$ cat config.mk
export PLATFORM = sky130hd
export DESIGN_NAME = game_round_ctrl
export DESIGN_NICKNAME = d
export VERILOG_FILES = /design/src/rtl/game_pkg.sv /design/src/rtl/sat_down_counter.sv /design/src/rtl/game_round_ctrl.sv
export SDC_FILE = /design/constraint.sdc
export NUM_CORES = 1
export LEC_CHECK = 0
export ABC_AREA = 0
export CAP_MARGIN = 20
export CORE_MARGIN = 2
export CORE_UTILIZATION = 55
export CTS_CLUSTER_SIZE = 20
export DETAILED_ROUTE_END_ITERATION = 6
export DONT_BUFFER_PORTS = 1
export PLACE_DENSITY = 0.71
export SYNTH_ARGS = -nofsm -noshare
export SYNTH_HDL_FRONTEND = slang
export SYNTH_SLANG_ARGS = --single-unit
$ cat constraint.sdc
create_clock -name timer_clk -period 4.1 [get_ports timer_clk]
set_input_delay 0.205 -clock timer_clk [delete_from_list [all_inputs] [get_ports timer_clk]]
set_output_delay 0.205 -clock timer_clk [all_outputs]
set_load 0.005 [all_outputs]
$ cat src/rtl/game_pkg.sv
// Shared definitions for the tile game: round phase encoding and default
// round timing / score width used by the round controller, gameplay block
// and HEX display mux.
package game_pkg;

  typedef enum logic [1:0] {
    IDLE      = 2'd0,
    COUNTDOWN = 2'd1,
    PLAY      = 2'd2,
    OVER      = 2'd3
  } phase_t;

  localparam int ROUND_SECS_DEF     = 30;
  localparam int COUNTDOWN_SECS_DEF = 3;
  localparam int SCORE_W_DEF        = 9;

  // Widths of the seconds-remaining and countdown-digit displays.
  localparam int TIMER_W = 5;
  localparam int CD_W    = 2;

endpackage

$ cat src/rtl/sat_down_counter.sv
// Loadable down counter that stops at zero. Load has priority over the
// decrement; is_one flags the last tick before the count reaches zero so the
// owner can schedule a phase change on the same edge.
module sat_down_counter #(
  parameter int             W         = 5,
  parameter logic [W-1:0]   RESET_VAL = '0
) (
  input  logic         clk,
  input  logic         reset,
  input  logic         load,
  input  logic         en,
  input  logic [W-1:0] load_val,
  output logic [W-1:0] count,
  output logic         is_one
);

  // Count register: async reset, load wins, otherwise decrement without wrap.
  always_ff @(posedge clk or posedge reset) begin
    if (reset) begin
      count <= RESET_VAL;
    end else if (load) begin
      count <= load_val;
    end else if (en && (count != '0)) begin
      count <= count - W'(1);
    end
  end

  assign is_one = (count == W'(1));

endmodule

$ cat src/rtl/game_round_ctrl.sv
// Round sequencer for the tile game, ticking once per second. Walks
// IDLE -> COUNTDOWN -> PLAY -> OVER, gates play through play_en, drives the
// timer and countdown digits and keeps the high score across rounds.
module game_round_ctrl
  import game_pkg::*;
#(
  parameter int ROUND_SECS     = ROUND_SECS_DEF,
  parameter int COUNTDOWN_SECS = COUNTDOWN_SECS_DEF,
  parameter int SCORE_W        = SCORE_W_DEF
) (
  input  logic               timer_clk,
  input  logic               reset,
  input  logic               start,
  input  logic               pause,
  input  logic               clear_hs,
  input  logic [SCORE_W-1:0] score,
  output logic [1:0]         phase,
  output logic               play_en,
  output logic [4:0]         timer,
  output logic [1:0]         countdown,
  output logic               game_over,
  output logic [SCORE_W-1:0] high_score,
  output logic               new_high
);

  localparam logic [TIMER_W-1:0] ROUND_LOAD = TIMER_W'(ROUND_SECS);
  localparam logic [CD_W-1:0]    CD_LOAD    = CD_W'(COUNTDOWN_SECS);

  phase_t             phase_q, phase_d;
  logic [SCORE_W-1:0] hs_q, hs_d;
  logic               nh_q, nh_d;

  logic               tm_load, tm_en, tm_is_one;
  logic               cd_load, cd_en, cd_is_one;
  logic [TIMER_W-1:0] tm_count;
  logic [CD_W-1:0]    cd_count;

  // Seconds remaining in the round; sits at the full length until PLAY.
  sat_down_counter #(
    .W         (TIMER_W),
    .RESET_VAL (ROUND_LOAD)
  ) u_timer (
    .clk      (timer_clk),
    .reset    (reset),
    .load     (tm_load),
    .en       (tm_en),
    .load_val (ROUND_LOAD),
    .count    (tm_count),
    .is_one   (tm_is_one)
  );

  // Pre-round countdown digit; reaching zero coincides with entering PLAY.
  sat_down_counter #(
    .W         (CD_W),
    .RESET_VAL ('0)
  ) u_countdown (
    .clk      (timer_clk),
    .reset    (reset),
    .load     (cd_load),
    .en       (cd_en),
    .load_val (CD_LOAD),
    .count    (cd_count),
    .is_one   (cd_is_one)
  );

  // Phase, high score and new-high flag registers.
  always_ff @(posedge timer_clk or posedge reset) begin
    if (reset) begin
      phase_q <= IDLE;
      hs_q    <= '0;
      nh_q    <= 1'b0;
    end else begin
      phase_q <= phase_d;
      hs_q    <= hs_d;
      nh_q    <= nh_d;
    end
  end

  // Next phase, counter controls and high-score commit/clear.
  always_comb begin
    phase_d = phase_q;
    hs_d    = hs_q;
    nh_d    = nh_q;
    tm_load = 1'b0;
    tm_en   = 1'b0;
    cd_load = 1'b0;
    cd_en   = 1'b0;
    unique case (phase_q)
      IDLE: begin
        if (clear_hs) begin
          hs_d = '0;
          nh_d = 1'b0;
        end
        if (start) begin
          phase_d = COUNTDOWN;
          cd_load = 1'b1;
          tm_load = 1'b1;
        end
      end
      COUNTDOWN: begin
        // A paused tick freezes the digit and blocks the hand-off to PLAY.
        if (!pause) begin
          cd_en = 1'b1;
          if (cd_is_one) begin
            phase_d = PLAY;
          end
        end
      end
      PLAY: begin
        if (!pause) begin
          tm_en = 1'b1;
          if (tm_is_one) begin
            phase_d = OVER;
            // Score sampled on the final edge of the round decides the record.
            if (score > hs_q) begin
              hs_d = score;
              nh_d = 1'b1;
            end else begin
              nh_d = 1'b0;
            end
          end
        end
      end
      OVER: begin
        // Clear and restart are independent, so both may land together.
        if (clear_hs) begin
          hs_d = '0;
          nh_d = 1'b0;
        end
        if (start) begin
          phase_d = COUNTDOWN;
          cd_load = 1'b1;
          tm_load = 1'b1;
          nh_d    = 1'b0;
        end
      end
      default: begin
        phase_d = IDLE;
      end
    endcase
  end

  assign phase      = phase_q;
  assign timer      = tm_count;
  assign countdown  = cd_count;
  assign high_score = hs_q;
  assign new_high   = nh_q;
  assign play_en    = (phase_q == PLAY) && !pause;
  assign game_over  = (phase_q == OVER);

endmodule

==> Yosys cells after proc, flatten, opt, wreduce, memory -nomap -nowiden <==
Index checks and enable logic that the tools add are counted.
{ "classes": {"addsub": 2, "magnitude_cmp": 1, "n_eq_ne": 12, "n_mux": 26, "reduce_logical": 15} }
{ "ops": {"columns": ["cell", "count"], "rows": [
  ["$mux 9", 4],
  ["$pmux 9 s2", 1],
  ["$mux 2", 7],
  ["$mux 1", 10],
  ["$mux 5", 2],
  ["$ne 2x2->1 const B", 5],
  ["$reduce_and 5->1", 2],
  ["$gt 9x9->1", 1],
  ["$reduce_bool 2->1", 4],
  ["$pmux 2 s3", 1],
  ["$eq 5x1->1 const B", 1],
  ["$reduce_bool 5->1", 1],
  ["$sub 5x1->5 const B", 1],
  ["$eq 2x1->1 const B", 2],
  ["$eq 2x2->1 const B", 2],
  ["$ne 2x1->1 const B", 2],
  ["$logic_and 1x1->1", 3],
  ["$pmux 1 s3", 1],
  ["$reduce_and 3->1", 1],
  ["$reduce_bool 3->1", 1],
  ["$logic_not 2->1", 1],
  ["$reduce_or 2->1", 1],
  ["$sub 2x1->2 const B", 1],
  ["$logic_not 1->1", 1]
]} }
{ "totals": {"register_bits": 19, "inputBits": 14, "out_inout_bits": 21} }

==> Longest topological paths before layout <==
{ "logic_depth": {"ltp_word": 5, "ltp_mapped": 8, "depth_no_buf": 7} }

==> By module <==
From an unflattened synthesis, not the netlist that was laid out.
{ "hier_totals": {"hier_cells": 139, "area_unflattened_um2": 1360.1} }
{ "by_module_without_submodules": {"columns": ["module", "n_inst", "cells_per_inst", "area_per_inst_um2"], "rows": [
  ["game_round_ctrl", 1, 89, 865.8],
  ["sat_down_counter (u_timer)", 1, 36, 346.6],
  ["sat_down_counter (u_countdown)", 1, 14, 147.6]
]} }

==> Worst setup path after synthesis <==
OpenSTA, ideal clock, no wires.
{ "synth_timing": {"path_kind": "reg-to-reg", "start": "reg hs_q[8] (netlist: high_score[8])", "end": "reg hs_q[0] (netlist: high_score[0])", "t_arrival_ns": 1.834, "required_ns": 3.979, "slack_ns": 2.145, "path_stages_with_launch": 9, "synth_period_minus_slack_ns": 1.955, "cell_sequence": "dfrtp_1 inv_1 ha_1 nand4_1 a211oi_2 o21ai_2 a221o_1 buf_6 a22o_2"} }
{ "synth_via": {"elab_chain_len": 3} }
{ "synth_lines": {"columns": ["element", "line_no", "text"], "rows": [
  ["start: declaration", "game_round_ctrl.sv:30", "logic [SCORE_W-1:0] hs_q, hs_d;"],
  ["start signal: assignment", "game_round_ctrl.sv:74", "hs_q <= hs_d;"],
  ["$gt 9x9->1", "game_round_ctrl.sv:115", "if (score > hs_q) begin"],
  ["$ne 2x2->1 (no source line)", null, null],
  ["$reduce_and 5->1 (no source line)", null, null]
]} }
Every way passes these cells.
A chain may end at the register's enable or synchronous reset.

==> Worst setup path in the final report <==
{ "layout_timing": {"start": "reg hs_q[8] (netlist: high_score[8])", "end": "reg hs_q[1] (netlist: high_score[1])"} }
The elaborated chain is that of the path after synthesis.

==> impl_results.md <==
* Final ANT Viol Nets at 0
* Core box area at 2022 sq um
* Filler instances at 168
* N_diodes at 0
* Pwr Total at 901.0 uW
* Worst Setup Start Kind: flop
* Worst reg2reg path startpoint: high_score[8]$_DFFE_PP0P_
* RSZ-0062 raised after global routing: no
* Largest net degree at the start of global routing at 20
* Cts bufs inserted at 3
* P per Cell Area at 707.4 nW/um^2
* Finished Core Util at 63.00%
* Syn_nets at 151
* Final period util at 52.69%
* Peak VDD IR at 465.9 uV
* Worst Clk Skew at 0.001897 ns
* Commonest cells after routing, fill and taps aside: inv_1, ha_1, dfrtp_1
* Ys Warns at 0
* Clock Sinks at 19
* Setup crit start: high_score[8]$_DFFE_PP0P_
* Initial DRC count at 8
* Worst Hold Class: in -> reg
* Hold path start: score[3]
* Residual DRC at 0
* CTS Hold Bufs at 2
* CTS Root Cell: clkbuf_4
* CTS tree: done
* Post_cts resized at 0
* Avg Inst Size Synth at 10.13 sq um
* Min cycle time layout at 2.160 ns
* Fin cells at 151
* Worst EP arrival at 2.36 ns
* Total overflow reported by the global router at 0
* Mapped Area at 1205 sq um
* Crit-path max FO at 9
* Worst relative slew slack at 52.43%
* Placed Cells at 145
* Fraction of layout cells with a size suffix above 1 at 16.13%
* Leak pwr at 0.0006145 uW
* Routed WL per cell at 15.25 um
* Slew @ Worst Pin at 0.7128 ns
* Worst skew pair latency at 0.30 ns
* Max_cap viols at 0
* Die Y at 50.81 um
* Fin nets at 157
* WP data required at 4.30 ns
* Worst-path clk slew at 0.11 ns
* PortBufs at 0
* Yosys cell types at 31
* Post-Route WL at 2303 um
* Final max-slew violation count at 0
* Die ar. at 2581 sq um
* Post-synthesis instance total at 119
* Vias in the first global route at 912
* Via count at 858
* Final setup viols at 0
* Synthesized flop and latch total at 19
* Status: complete, no violations
* Gp weighted congestion at 0.7878
* Final critical-path setup slack at 1.940 ns
* Via-to-Cell Ratio at 5.682
* Pre-CTS setup slack at 1.936 ns
* Sequential share of the synthesized area at 39.88%
* Max Freq at 0.4629 GHz
* Setup tns final at 0 ns
* Final hold vios at 0
* Setup CP Type: reg -> reg
* Initial core utilization at 59.59%
* Core Rows at 16
* Hpwl dp at 1779 um
* Pre-antenna DRT Iters at 4
* Initial antenna violation count at 0
* Crit end category: flop
* First-pass GRT wire length at 4029 um
* Postcts setup bufs at 0
* IO Pins at 35
* All-Layer GR Usage at 20.52%
* Area added between synthesis and finish at 5.711%
* CTS H-tree depth at 1
* Maximum buffer depth of the clock tree at 2
* Die width at 50.81 um
layer usage:
metal | routed length (um) | part of all wire, % | GRT usage [%] | up-vias
met5 | 0 | 0 | 0 | -
met4 | 8 | 0.35 | 2.703 | 0
met3 | 152 | 6.6 | 7.738 | 2
met2 | 1166 | 51 | 37.72 | 23
met1 | 975 | 42 | 22.92 | 404
li1 | - | - | - | 429
synth_stat cells, drive strengths merged:
| library cell | number | share of area (%) |
|---|---|---|
| a21oi | 7 | 2.9 |
| buf | 1 | 0.93 |
| ha | 18 | 19 |
| nand3 | 2 | 0.83 |
| a221o | 2 | 1.7 |
| or3 | 1 | 0.52 |
| nor2b | 2 | 1.0 |
| nor2 | 2 | 0.62 |
| inv | 18 | 5.6 |
| o211ai | 1 | 0.62 |
| xor2 | 1 | 0.73 |
| nand2 | 12 | 3.7 |
| o21ai | 7 | 3.2 |
| nand2b | 1 | 0.52 |
| o221ai | 1 | 0.73 |
| and3 | 2 | 1.0 |
| nand3b | 2 | 1.2 |
| o31ai | 1 | 0.62 |
| dfrtp | 15 | 31 |
| dfstp | 4 | 8.7 |
| a21boi | 1 | 0.62 |
| a21o | 1 | 0.73 |
| nand4 | 1 | 0.52 |
| a22o | 9 | 7.4 |
| o211a | 1 | 0.83 |
| a211oi | 2 | 2.1 |
| xnor2 | 2 | 1.5 |
| nor3 | 2 | 1.2 |
worst max-delay path: stages, from the launching register on:
cell	delay, ns
dfrtp_1	0.41
inv_1	0.06
ha_1	0.30
nand4_1	0.16
a211oi_2	0.26
o21ai_2	0.11
a221o_1	0.44
a22o_2	0.31
kinds of logic (layout without fill, tap and decap cells):
kind of cell    after synthesis  count (layout)  share of synthesized area [%]
flops                        19              19                          39.88
simple gates                 27              27                          11.32
compound gates               33              33                          21.39
buf+inv                      19              24                          6.542
xor+xnor                      3               3                          2.181
fa+ha+maj                    18              18                          18.69
power breakdown:
| group | total, uW | switching [uW] | internal [uW] |
|---|---|---|---|
| Sequential | 348 | 81.4 | 266 |
| Combinational | 456 | 248 | 207 |
| Clock | 97.6 | 59.7 | 37.9 |
worst paths after layout:
check                                                         to  slack [ns]  cells past startpoint
worst max register to register         high_score[1]$_DFFE_PP0P_        1.94                      7
max in group asynchronous       u_countdown.count[0]$_DFFE_PP0P_        3.20                      2
min in group asynchronous              high_score[4]$_DFFE_PP0P_        0.45                      2
worst min-delay path                   high_score[3]$_DFFE_PP0P_        0.03                      1
worst max-delay path                   high_score[1]$_DFFE_PP0P_        1.94                      7
worst min register to register         high_score[4]$_DFFE_PP0P_        0.58                      1
final cells by class:
type / count / area (sq um) / area share (%)
Tap cell: 27 / 33.78 / 2.652
Multi-Input combinational cell: 81 / 645.6 / 50.69
Inverter: 18 / 67.56 / 5.305
Clock buffer: 4 / 26.28 / 2.063
Timing Repair Buffer: 2 / 20.02 / 1.572
Sequential cell: 19 / 480.5 / 37.72
through the flow:
stage / instance area (sq um) / hold WS (ns)
5_1_grt: 1274 / 0.01545
4_1_cts: 1274 / 0.02292
2_1_floorplan: 1205 / 0.1532
3_5_place_dp: 1227 / 0.2524
3_3_place_gp: 1227 / 0.2540
6_report: 1274 / 0.03029
registers in the layout (all words and copies together), names as in the netlist:
signal,flops
u_countdown.count,2
u_timer.count,5
phase,2
new_high,1
high_score,9
Power figures use the tool's default switching activity.
